**src/rtl/sfpp_pkg.sv**
```systemverilog
// Shared field widths, IEEE-754 single layout and the truncating normal-operand multiply.
package sfpp_pkg;

    localparam int unsigned EXP_W  = 8;
    localparam int unsigned FRAC_W = 23;
    localparam int unsigned WORD_W = 1 + EXP_W + FRAC_W;
    localparam int unsigned MANT_W = FRAC_W + 1;
    localparam int unsigned PROD_W = 2 * MANT_W;
    localparam int unsigned EXPC_W = 10;

    localparam logic [EXP_W-1:0] SFPP_BIAS = 8'd127;

    typedef struct packed {
        logic              sign;
        logic [EXP_W-1:0]  exp;
        logic [FRAC_W-1:0] frac;
    } sfpp_t;

    // Hidden bit always assumed 1; exponent wraps modulo 2^8, fraction truncated.
    function automatic sfpp_t sfpp_mul(input sfpp_t a, input sfpp_t b);
        logic [PROD_W-1:0] prod;
        logic [EXPC_W-1:0] exp_sum;
        sfpp_t             res;
        prod    = PROD_W'({1'b1, a.frac}) * PROD_W'({1'b1, b.frac});
        exp_sum = EXPC_W'(a.exp) + EXPC_W'(b.exp) - EXPC_W'(SFPP_BIAS);
        res.sign = a.sign ^ b.sign;
        if (prod[PROD_W-1]) begin
            res.exp  = EXP_W'(exp_sum + EXPC_W'(1));
            res.frac = FRAC_W'(prod >> MANT_W);
        end else begin
            res.exp  = EXP_W'(exp_sum);
            res.frac = FRAC_W'(prod >> FRAC_W);
        end
        return res;
    endfunction

endpackage

```
**src/rtl/sfpp_mul_pipe.sv**
```systemverilog
// MUL_LAT-stage FP multiplier carrying valid and tag; optional SFPP_ZERO_FLUSH_EN flushes exp==0 operands.
module sfpp_mul_pipe
    import sfpp_pkg::*;
#(
    parameter int unsigned MUL_LAT = 2,
    parameter int unsigned TAG_W   = 2
) (
    input  logic             clk,
    input  logic             rst,
    input  logic             in_valid_i,
    input  logic [TAG_W-1:0] in_tag_i,
    input  sfpp_t            in_a_i,
    input  sfpp_t            in_b_i,
    output logic             out_valid_o,
    output logic [TAG_W-1:0] out_tag_o,
    output sfpp_t            out_data_o
);

    logic             op_v_q;
    logic [TAG_W-1:0] op_tag_q;
    sfpp_t            op_a_q;
    sfpp_t            op_b_q;
    sfpp_t            prod_c;

    always_ff @(posedge clk) begin
        if (rst) begin
            op_v_q <= 1'b0;
        end else begin
            op_v_q <= in_valid_i;
        end
    end

    always_ff @(posedge clk) begin
        if (in_valid_i) begin
            op_tag_q <= in_tag_i;
            op_a_q   <= in_a_i;
            op_b_q   <= in_b_i;
        end
    end

    always_comb begin
        prod_c = sfpp_mul(op_a_q, op_b_q);
`ifdef SFPP_ZERO_FLUSH_EN
        if ((op_a_q.exp == '0) || (op_b_q.exp == '0)) begin
            prod_c = {op_a_q.sign ^ op_b_q.sign, (WORD_W-1)'(0)};
        end
`endif
    end

    // Operand stage counts as the first stage; the rest carry the product.
    if (MUL_LAT == 1) begin : g_direct
        assign out_valid_o = op_v_q;
        assign out_tag_o   = op_tag_q;
        assign out_data_o  = prod_c;
    end else begin : g_stages
        localparam int unsigned NSTG = MUL_LAT - 1;

        logic             stg_v_q    [NSTG];
        logic [TAG_W-1:0] stg_tag_q  [NSTG];
        sfpp_t            stg_data_q [NSTG];

        always_ff @(posedge clk) begin
            if (rst) begin
                for (int unsigned k = 0; k < NSTG; k++) begin
                    stg_v_q[k] <= 1'b0;
                end
            end else begin
                stg_v_q[0] <= op_v_q;
                for (int unsigned k = 1; k < NSTG; k++) begin
                    stg_v_q[k] <= stg_v_q[k-1];
                end
            end
        end

        always_ff @(posedge clk) begin
            stg_tag_q[0]  <= op_tag_q;
            stg_data_q[0] <= prod_c;
            for (int unsigned k = 1; k < NSTG; k++) begin
                stg_tag_q[k]  <= stg_tag_q[k-1];
                stg_data_q[k] <= stg_data_q[k-1];
            end
        end

        assign out_valid_o = stg_v_q[NSTG-1];
        assign out_tag_o   = stg_tag_q[NSTG-1];
        assign out_data_o  = stg_data_q[NSTG-1];
    end

endmodule

```
**src/rtl/sfpp_mult_arbiter.sv**
```systemverilog
// Round-robin sharing of one pipelined FP multiplier with a credit-protected tagged result FIFO.
// Build with SFPP_ZERO_FLUSH_EN defined to flush exp==0 operands to signed zero.
module sfpp_mult_arbiter
    import sfpp_pkg::*;
#(
    parameter  int unsigned NREQ       = 4,
    parameter  int unsigned MUL_LAT    = 2,
    parameter  int unsigned FIFO_DEPTH = 4,
    localparam int unsigned TAG_W      = $clog2(NREQ)
) (
    input  logic                     clk,
    input  logic                     rst,
    input  logic [NREQ-1:0]          req_valid,
    output logic [NREQ-1:0]          req_ready,
    input  logic [WORD_W*NREQ-1:0]   req_a,
    input  logic [WORD_W*NREQ-1:0]   req_b,
    output logic                     res_valid,
    input  logic                     res_ready,
    output logic [WORD_W-1:0]        res_data,
    output logic [TAG_W-1:0]         res_tag,
    output logic                     busy
);

    localparam int unsigned PTR_W = (FIFO_DEPTH > 1) ? $clog2(FIFO_DEPTH) : 1;
    localparam int unsigned CNT_W = $clog2(FIFO_DEPTH + 1);
    localparam int unsigned SUM_W = CNT_W + 1;

    logic [TAG_W-1:0] rr_ptr_q, rr_ptr_d;
    logic [CNT_W-1:0] fifo_cnt_q, fifo_cnt_d;
    logic [CNT_W-1:0] infl_q, infl_d;
    logic [PTR_W-1:0] wr_ptr_q, wr_ptr_d;
    logic [PTR_W-1:0] rd_ptr_q, rd_ptr_d;

    logic [TAG_W-1:0] mem_tag_q  [FIFO_DEPTH];
    sfpp_t            mem_data_q [FIFO_DEPTH];

    logic             gnt_vld_c;
    logic [TAG_W-1:0] gnt_idx_c;
    logic [TAG_W-1:0] scan_idx_c;
    logic             can_issue_c;
    logic             xfer_c;
    logic             pop_c;
    sfpp_t            sel_a_c;
    sfpp_t            sel_b_c;
    logic             push_c;
    logic [TAG_W-1:0] pipe_tag_c;
    sfpp_t            pipe_data_c;

    // First valid requester at or after the round-robin pointer.
    always_comb begin
        gnt_vld_c  = 1'b0;
        gnt_idx_c  = '0;
        scan_idx_c = '0;
        for (int unsigned k = 0; k < NREQ; k++) begin
            scan_idx_c = TAG_W'((32'(rr_ptr_q) + k) % NREQ);
            if (!gnt_vld_c && req_valid[scan_idx_c]) begin
                gnt_vld_c = 1'b1;
                gnt_idx_c = scan_idx_c;
            end
        end
    end

    // Credits come only from registered state, so res_ready never reaches req_ready.
    assign can_issue_c = (SUM_W'(fifo_cnt_q) + SUM_W'(infl_q)) < SUM_W'(FIFO_DEPTH);
    assign xfer_c      = can_issue_c && gnt_vld_c && !rst;

    always_comb begin
        req_ready = '0;
        if (xfer_c) begin
            req_ready[gnt_idx_c] = 1'b1;
        end
    end

    always_comb begin
        sel_a_c = '0;
        sel_b_c = '0;
        for (int unsigned i = 0; i < NREQ; i++) begin
            if (gnt_idx_c == TAG_W'(i)) begin
                sel_a_c = req_a[WORD_W*i +: WORD_W];
                sel_b_c = req_b[WORD_W*i +: WORD_W];
            end
        end
    end

    sfpp_mul_pipe #(
        .MUL_LAT (MUL_LAT),
        .TAG_W   (TAG_W)
    ) u_mul_pipe (
        .clk         (clk),
        .rst         (rst),
        .in_valid_i  (xfer_c),
        .in_tag_i    (gnt_idx_c),
        .in_a_i      (sel_a_c),
        .in_b_i      (sel_b_c),
        .out_valid_o (push_c),
        .out_tag_o   (pipe_tag_c),
        .out_data_o  (pipe_data_c)
    );

    assign res_valid = (fifo_cnt_q != '0);
    assign pop_c     = res_valid && res_ready;
    assign res_data  = mem_data_q[rd_ptr_q];
    assign res_tag   = mem_tag_q[rd_ptr_q];
    assign busy      = (infl_q != '0) || res_valid;

    always_comb begin
        rr_ptr_d   = rr_ptr_q;
        wr_ptr_d   = wr_ptr_q;
        rd_ptr_d   = rd_ptr_q;
        fifo_cnt_d = fifo_cnt_q + CNT_W'(push_c) - CNT_W'(pop_c);
        infl_d     = infl_q + CNT_W'(xfer_c) - CNT_W'(push_c);
        if (xfer_c) begin
            rr_ptr_d = (gnt_idx_c == TAG_W'(NREQ - 1)) ? '0 : gnt_idx_c + TAG_W'(1);
        end
        if (push_c) begin
            wr_ptr_d = (wr_ptr_q == PTR_W'(FIFO_DEPTH - 1)) ? '0 : wr_ptr_q + PTR_W'(1);
        end
        if (pop_c) begin
            rd_ptr_d = (rd_ptr_q == PTR_W'(FIFO_DEPTH - 1)) ? '0 : rd_ptr_q + PTR_W'(1);
        end
    end

    always_ff @(posedge clk) begin
        if (rst) begin
            rr_ptr_q   <= '0;
            fifo_cnt_q <= '0;
            infl_q     <= '0;
            wr_ptr_q   <= '0;
            rd_ptr_q   <= '0;
        end else begin
            rr_ptr_q   <= rr_ptr_d;
            fifo_cnt_q <= fifo_cnt_d;
            infl_q     <= infl_d;
            wr_ptr_q   <= wr_ptr_d;
            rd_ptr_q   <= rd_ptr_d;
        end
    end

    always_ff @(posedge clk) begin
        if (push_c) begin
            mem_tag_q[wr_ptr_q]  <= pipe_tag_c;
            mem_data_q[wr_ptr_q] <= pipe_data_c;
        end
    end

endmodule

```
**config.mk**
```make
export PLATFORM = sky130hd
export DESIGN_NAME = sfpp_mult_arbiter
export DESIGN_NICKNAME = d
export VERILOG_FILES = /design/src/rtl/sfpp_pkg.sv /design/src/rtl/sfpp_mul_pipe.sv /design/src/rtl/sfpp_mult_arbiter.sv
export SDC_FILE = /design/constraint.sdc
export NUM_CORES = 2
export LEC_CHECK = 0
export ABC_AREA = 1
export BUFFER_PORTS_ARGS = -buffer_cell sky130_fd_sc_hd__clkbuf_2
export CAP_MARGIN = 15
export CORE_ASPECT_RATIO = 0.75
export CORE_UTILIZATION = 45
export DETAILED_ROUTE_END_ITERATION = 8
export PLACE_DENSITY = 0.64
export SYNTH_ARGS = -nofsm -noshare
export SYNTH_HDL_FRONTEND = slang
export SYNTH_SLANG_ARGS = --single-unit
```
**constraint.sdc**
```tcl
create_clock -name clk -period 16.7 [get_ports clk]
set_input_delay 4.175 -clock clk [delete_from_list [all_inputs] [get_ports clk]]
set_output_delay 4.175 -clock clk [all_outputs]
set_load 0.02 [all_outputs]
```
==> impl_metrics.tcl <==
set metrics [dict create \
    hold_viol 0 \
    grt_max_degree 87 \
    grt_setup_unrepaired "false" \
    vias 24645 \
    worstSetupPathType "in2out" \
    finClkSkew_ns 0.05185 \
    critPathCapture "req_ready[1]" \
    critPathCaptureType "primary output" \
    synth_edf_count 202 \
    root_buffer "clkbuf_16" \
    hold_class "reg2reg" \
    initial_core_util_pct 45.89 \
    finalWorstPathRequiredPeriod_ns 10.83 \
    fp.dieH_um 229.1 \
    layout-drive-gt1-share_pct 10.69 \
    cap_violations 0 \
    ctsHoldBuffers 0 \
    drv_slew 0 \
    critPathRequiredTime_ns 12.52 \
    synth-warning-count 0 \
    syn_area_mm2 0.03093 \
    dieWidth_um 304.7 \
    wl_per_cell_um 18.69 \
    layout.nets 4863 \
    cp_top_family "buffers and inverters" \
    rr_startpoint "u_mul_pipe.op_b_q[4]" \
    syn2layout_area_growth_pct 10.67 \
    grt_pass1_vias 25277 \
    insertion_delay_ns 0.59 \
    r2r_cells 26 \
    regArea_mm2 0.007068 \
    synth-seq-cells 252 \
    cts_buffers 26 \
    fillerInstances 6357 \
    yosys-top-cells-area "fa_1, edfxtp_1, inv_1" \
    outcome "complete, no violations" \
    cp_data_arrival_time_ns 6.65 \
    core_mm2 0.06741 \
    slowest_delay_ns 0.58 \
    worst_pin_slew_ns 1.276 \
    cts_tree "done" \
    yosys.area.top_type_share_pct 31.32 \
    dr.max_layer_used "met4" \
    period_share_pct 64.84 \
    cp_cell_sequence "clkbuf_2 > inv_1 > nor2_1 > a21oi_1 > nor2_1 > a21oi_2 > nand2_1 > nor2_2 > nand2_1 > nand2_1 > nand2_1 > inv_1 > ha_2 > buf_4 > inv_1 > nor2_1 > clkbuf_2" \
    wl_met2_um 40030 \
    syn_nets 4641 \
    path_clk_slew_ns 0.06 \
    detail-route-antenna-nets 0 \
    antenna_found_initial 13 \
    first_pass_iters 5 \
    crit_slowest_cell "buf_4" \
    fmax_ghz 0.09236 \
    grt_pass1_wl_um 142700 \
    slew_headroom_pct 14.96 \
    gr-total-overflow 0 \
    syn_avg_cell_area_um2 8.369 \
    clkSinkCount 252 \
    multi_input_area_mm2 0.01957 \
    crit_start "req_valid[3]" \
    postSynthCellCount 3696 \
    wl_met1_um 40290 \
    crit_fanout 66 \
    drt-total-wl_um 90260 \
    crit_top_cell "nand2_1" \
    synthFlopType "edfxtp_1" \
    ys_types 41 \
    io_buffers 302 \
    setup_tns_ns 0 \
    cts_setup_buffers 0 \
    synth_largest_area_cell "fa_1" \
    worstSetupStartpointType "primary input" \
    synth.most_common_cell "inv_1" \
    clk_path_buf_depth 3 \
    r2r_end "u_mul_pipe.g_stages.stg_data_q[0][16]" \
    ys_async_sr_fraction_pct 0 \
    row_count 82 \
    synth_common_cells "inv_1, nand2_1, fa_1" \
    gp_congestion 0.9597 \
    ys_seq_area_share_pct 22.85 \
    dr_wl_met3_um 8085 \
    critPathBufInv 6 \
    hpwl_um 68780 \
    route.detailed.drc 0 \
    r2r_setup_slack_ns 9.02 \
    dieArea_mm2 0.06980 \
    htree_levels 1 \
    drtIter0Drc 1833 \
    grt_usage_pct 26.37 \
    crit_cells 17 \
    io-pin-count 303 \
    finalSetupViolCount 0 \
    cts.repair.resized 0 \
    via_per_inst 5.102 \
]
-- cells in the final DEF (no fill, tap or decap), drive strengths merged, types with 5 or more instances in the layout --
| master | instances |
|---|---|
| ha | 198 |
| nor3 | 13 |
| inv | 985 |
| edfxtp | 202 |
| fa | 484 |
| buf | 53 |
| nand2 | 889 |
| dfxtp | 50 |
| clkinv | 5 |
| nor2 | 245 |
| a221oi | 64 |
| o21ai | 115 |
| xor2 | 14 |
| xnor2 | 12 |
| o31ai | 64 |
| diode | 10 |
| o21a | 5 |
| o21bai | 9 |
| nand4 | 17 |
| a21oi | 74 |
| clkbuf | 338 |
| nand3 | 49 |
| o22ai | 34 |
-- worst min-delay path, cell delays in order, from the launching register on --
cell	delay (ns)
dfxtp_1	0.30
inv_1	0.04
nor2_1	0.03
-- layer usage --
metal | GRT usage, % | up-vias
met5 | 0 | -
met4 | 5.855 | 0
met3 | 4.969 | 112
met2 | 41.27 | 1009
met1 | 38.01 | 11968
li1 | - | 11556
-- kinds of logic (layout without fill, tap and decap cells) --
logic type / Yosys count / after routing / share of synthesized area [%]
and+or+nand+nor: 1220 / 1220 / 15.37
buffers and inverters: 1140 / 1382 / 13.97
xor gates and xnor gates: 26 / 26 / 0.7362
AOI/OAI and AO/OA: 376 / 376 / 7.746
other: 0 / 10 / 0
adders and majority gates: 682 / 682 / 39.33
DFF: 252 / 252 / 22.85
-- final cells by class --
cell class / instances / share of cell area [%]
flip-flops and latches: 252 / 20.65
repair buffers: 355 / 5.694
well taps: 882 / 3.224
clock inverters: 12 / 0.3362
multi-input cells: 2304 / 57.17
clock buffers: 36 / 2.127
diodes: 10 / 0.07310
inverters: 979 / 10.73
-- stage by stage --
stage	setup WS [ns]	cell area (um^2)	util, %	hold WS [ns]	cells
after global placement	5.874	33310	49.42	0.3915	4770
after CTS	5.917	34150	50.67	0.4108	4818
after detailed placement	5.919	33310	49.42	0.4018	4770
after floorplan	6.360	30930	-	0.3233	3696
after global routing	5.644	34230	50.79	0.4380	4830
final	5.872	34230	50.79	0.4092	4830
-- worst min path at each step --
stage	start	endpoint	slack [ns]	cells past startpoint
floorplan	u_mul_pipe.op_tag_q[0]	u_mul_pipe.g_stages.stg_tag_q[0][0]	0.32	0
global placement	u_mul_pipe.op_v_q	u_mul_pipe.g_stages.stg_v_q[0]	0.39	2
detailed placement	u_mul_pipe.op_v_q	u_mul_pipe.g_stages.stg_v_q[0]	0.40	2
CTS	u_mul_pipe.op_v_q	u_mul_pipe.g_stages.stg_v_q[0]	0.41	2
global route	u_mul_pipe.op_v_q	u_mul_pipe.g_stages.stg_v_q[0]	0.44	2
finish	u_mul_pipe.op_v_q	u_mul_pipe.g_stages.stg_v_q[0]	0.41	2
-- registers in the layout (all words and copies together) (netlist names), 3 cells and up, named ones only --
signal                          count
u_mul_pipe.g_stages.stg_data_q     32
fifo_cnt_q                          3
u_mul_pipe.op_b_q                  32
infl_q                              3
mem_data_q                        128
u_mul_pipe.op_a_q                  32
mem_tag_q                           8
Power is left out: the tool's default activity adds up to more than one toggle a clock period on the data nets, which glitch-free logic cannot reach.
